==> config.mk <==
export PLATFORM = sky130hd
export DESIGN_NAME = register_dump_reader
export DESIGN_NICKNAME = d
export VERILOG_FILES = /design/src/rtl/register_dump_reader.sv
export SDC_FILE = /design/constraint.sdc
export NUM_CORES = 1
export LEC_CHECK = 0
export ABC_AREA = 1
export BUFFER_PORTS_ARGS = -buffer_cell sky130_fd_sc_hd__buf_2
export CORE_MARGIN = 4
export CORE_UTILIZATION = 41
export DETAILED_ROUTE_END_ITERATION = 7
export HOLD_SLACK_MARGIN = 0.06
export PLACE_DENSITY = 0.7
export SYNTH_ARGS = -nofsm -noshare
export SYNTH_HDL_FRONTEND = slang
export SYNTH_SLANG_ARGS = --single-unit
==> constraint.sdc <==
create_clock -name clock -period 3.3 [get_ports clock]
set_input_delay 0.165 -clock clock [delete_from_list [all_inputs] [get_ports clock]]
set_output_delay 0.165 -clock clock [all_outputs]
set_load 0.01 [all_outputs]
==> src/rtl/register_dump_reader.sv <==
// Walks a register file read port from index 0 to NUM_REGS-1 and streams each
// register out as an (index, value) word over a valid/ready handshake.
module register_dump_reader #(
  parameter int NUM_REGS   = 32,
  parameter int ADDR_WIDTH = 5,
  parameter int DATA_WIDTH = 32
) (
  input  logic                  clock,
  input  logic                  reset,
  input  logic                  start,
  output logic [ADDR_WIDTH-1:0] readReg,
  input  logic [DATA_WIDTH-1:0] readData,
  output logic                  dumpValid,
  input  logic                  dumpReady,
  output logic [ADDR_WIDTH-1:0] dumpAddr,
  output logic [DATA_WIDTH-1:0] dumpData,
  output logic                  busy,
  output logic                  done
);

  typedef enum logic [1:0] {
    IDLE    = 2'd0,
    READ    = 2'd1,
    PRESENT = 2'd2,
    DONE    = 2'd3
  } state_t;

  localparam logic [ADDR_WIDTH-1:0] LAST_IDX = ADDR_WIDTH'(NUM_REGS - 1);

  state_t                state;
  state_t                state_next;
  logic [ADDR_WIDTH-1:0] index;
  logic [ADDR_WIDTH-1:0] index_next;
  logic [ADDR_WIDTH-1:0] word_addr;
  logic [DATA_WIDTH-1:0] word_data;
  logic                  at_last;

  assign at_last = (index == LAST_IDX);

  always_ff @(posedge clock) begin
    if (reset) begin
      state <= IDLE;
    end else begin
      state <= state_next;
    end
  end

  always_comb begin
    state_next = state;
    unique case (state)
      IDLE:    if (start) state_next = READ;
      READ:    state_next = PRESENT;
      PRESENT: begin
        if (dumpReady) begin
          state_next = at_last ? DONE : READ;
        end
      end
      DONE:    state_next = IDLE;
      default: state_next = IDLE;
    endcase
  end

  // The index only advances below the last register, so it never wraps even
  // when NUM_REGS fills the whole address space.
  always_comb begin
    index_next = index;
    if (state == IDLE && start) begin
      index_next = '0;
    end else if (state == PRESENT && dumpReady && !at_last) begin
      index_next = index + 1'b1;
    end
  end

  // The word is captured only in READ, so a stalled word stays frozen even if
  // the register file changes underneath it.
  always_ff @(posedge clock) begin
    if (reset) begin
      index     <= '0;
      word_addr <= '0;
      word_data <= '0;
    end else begin
      index <= index_next;
      if (state == READ) begin
        word_addr <= index;
        word_data <= readData;
      end
    end
  end

  always_comb begin
    readReg   = index;
    dumpAddr  = word_addr;
    dumpData  = word_data;
    dumpValid = (state == PRESENT);
    busy      = (state != IDLE);
    done      = (state == DONE);
  end

endmodule

==> reports/results.ini <==
[outcome]
outcome = complete, no violations

[synthesis]
ys_ff_latch = 44
synth_edf_count = 0
synth_warnings = 0
synthArstFlopShare_pct = 0
synthFlopType = dfxtp_1
synth_nets = 249
synth_cells = 211
synth_cell_types = 19
ys_seq_area_share_pct = 53.41
syn_avg_cell_area_um2 = 7.816
netlist_area_um2 = 1649

[sta]
grt_setup_unrepaired = no
finalHoldViolations = 0
finalCritPeriodShare_pct = 49.27
relSlewSlack_pct = 60.82
whs_ns = 0.09548
worstMarginPinSlew_ns = 0.5868
fin_tns_setup_ns = 0
finalCriticalPeriod_ns = 1.626
worst_slack_ns = 1.674
maxSlewViolCount = 0
max_freq_ghz = 0.6150
setup_viol = 0
finClkSkew_ns = 0.002953

[cells_and_area]
diodes = 0
drive_above_1_share_pct = 32.07
fill_cells = 373
stdcell_area_um2 = 2155
fin_util_pct = 57.13
areaGrowthSynthToFinish_pct = 30.65
nNetsFinal = 327
layoutNonFillerInstCount = 338

[cts]
path_clk_slew_ns = 0.08
postCtsSetupBuffers = 0
clock_path_buffers = 2
cts.htree.levels = 2
cts_root_buf = clkbuf_8
cts_tree = yes
numCtsBuffers = 5
clock_sinks = 44
clock_latency_ns = 0.28

[routing]
wirelength_mm = 3.912
drt-pass1-iter-count = 4
via_per_inst = 4.607
ant_nets = 0
wl_per_cell_um = 11.57
drc_errors = 0
route.vias.total = 1557
drt_iter0_drc = 61

[die]
fp.dieArea_um2 = 5101
die_w_um = 71.42
core_area_um2 = 3771
io-pin-count = 81
placementRows = 22
die_h_um = 71.42
start_util_pct = 43.73

[critical_path]
end_kind = flip-flop
cp_max_fo = 36
cp_data_required_time_ns = 3.48
critPathKind = reg -> reg
crit_path_start_kind = flip-flop
critPathArrivalTime_ns = 1.81

[run]
cap_violations = 0

[placement]
dp_hpwl_mm = 2.771
place.gp.congestion = 0.7728
dp_slack_ns = 1.658
port_buffers = 80
postPlaceCellArea_um2 = 2037
dp.cells = 329

[global_routing]
grt_usage_pct = 15.45
grt_antenna_before_repair = 0
grt_pass1_wl_mm = 6.396
grt_pass1_vias = 1450
grt_max_degree = 40
grt_overflow = 0

[power_and_ir_drop]
ir_drop_v = 0.0003453
total_power_mw = 1.153
power_density_nw_per_um2 = 535.4
p_leak_nw = 1.125

[hold_path]
hold_path_class = in -> reg

## flip-flops by register name (all words and copies together) (netlist names)
name      count
state         2
readReg       5
dumpData     32
dumpAddr      5
## cells in the mapped netlist, types with 3 or more instances
master	count	area share (%)
nor2_1	74	17
dfxtp_1	44	53
o21ai_0	26	7.9
nand2_1	16	3.6
o21ai_1	12	3.6
a21oi_1	9	2.7
inv_1	8	1.8
buf_2	3	0.91
inv_2	3	0.68
## cells in the final DEF, fill, tap and decap left out, types with 2 or more instances in the layout
master / synthesis / final
buf_2: 3 / 80
nor2_1: 74 / 74
dfxtp_1: 44 / 44
o21ai_0: 26 / 26
nand2_1: 16 / 16
o21ai_1: 12 / 12
a21oi_1: 9 / 9
inv_1: 8 / 8
clkbuf_8: 0 / 5
inv_2: 3 / 3
nor2_4: 2 / 2
nand3_1: 2 / 2
ha_1: 2 / 2
## worst max-delay path, cell delays in order (launching register included)
cell,delay (ns)
dfxtp_1,0.37
inv_2,0.07
nor2_4,0.22
buf_4,0.33
inv_2,0.30
nor2_1,0.17
nor2_1,0.06
## layout make-up
cell class	count	area (um^2)	share of cell area (%)
Timing Repair Buffer	82	417.9	19.40
Tap cell	48	60.06	2.787
Sequential cell	44	880.8	40.88
Multi-Input combinational cell	145	646.9	30.02
Inverter	11	41.29	1.916
Clock buffer	6	72.57	3.368
Clock inverter	2	35.03	1.626
## worst paths after layout
check / from / to / slack, ns / cells past startpoint
max: state[0] / dumpData[6] / 1.67 / 6
min: readData[19] / dumpData[19] / 0.1 / 3
max reg2reg: state[0] / dumpData[6] / 1.67 / 6
min reg2reg: dumpData[2] / dumpData[2] / 0.50 / 2
## cells by family after synthesis
logic type      after synthesis  share of synthesized area (%)
flops                        44                          53.41
fa+ha+maj                     2                          1.517
xor+xnor                      1                         0.5312
simple gates                 94                          22.46
buf+inv                      22                          7.359
compound gates               48                          14.72
## repair_timing
action / 4_1_cts / 5_1_grt
hold endpoints to repair: 1 / 0
gates resized for setup: 0 / 0
hold buffers: 1 / 0
## per-layer routing
metal	vias up	track usage (%)	wire length, um
li1	832	-	-
met1	662	19.66	1857
met2	58	24.39	1686
met3	5	5.891	325
met4	0	4.384	43
met5	-	0	0
## power by group
part | internal, mW | switching, mW | total [mW]
clock network | 0.224 | 0.167 | 0.391
registers | 0.573 | 0.0206 | 0.593
logic | 0.0686 | 0.100 | 0.169
Power figures use the tool's default switching activity.
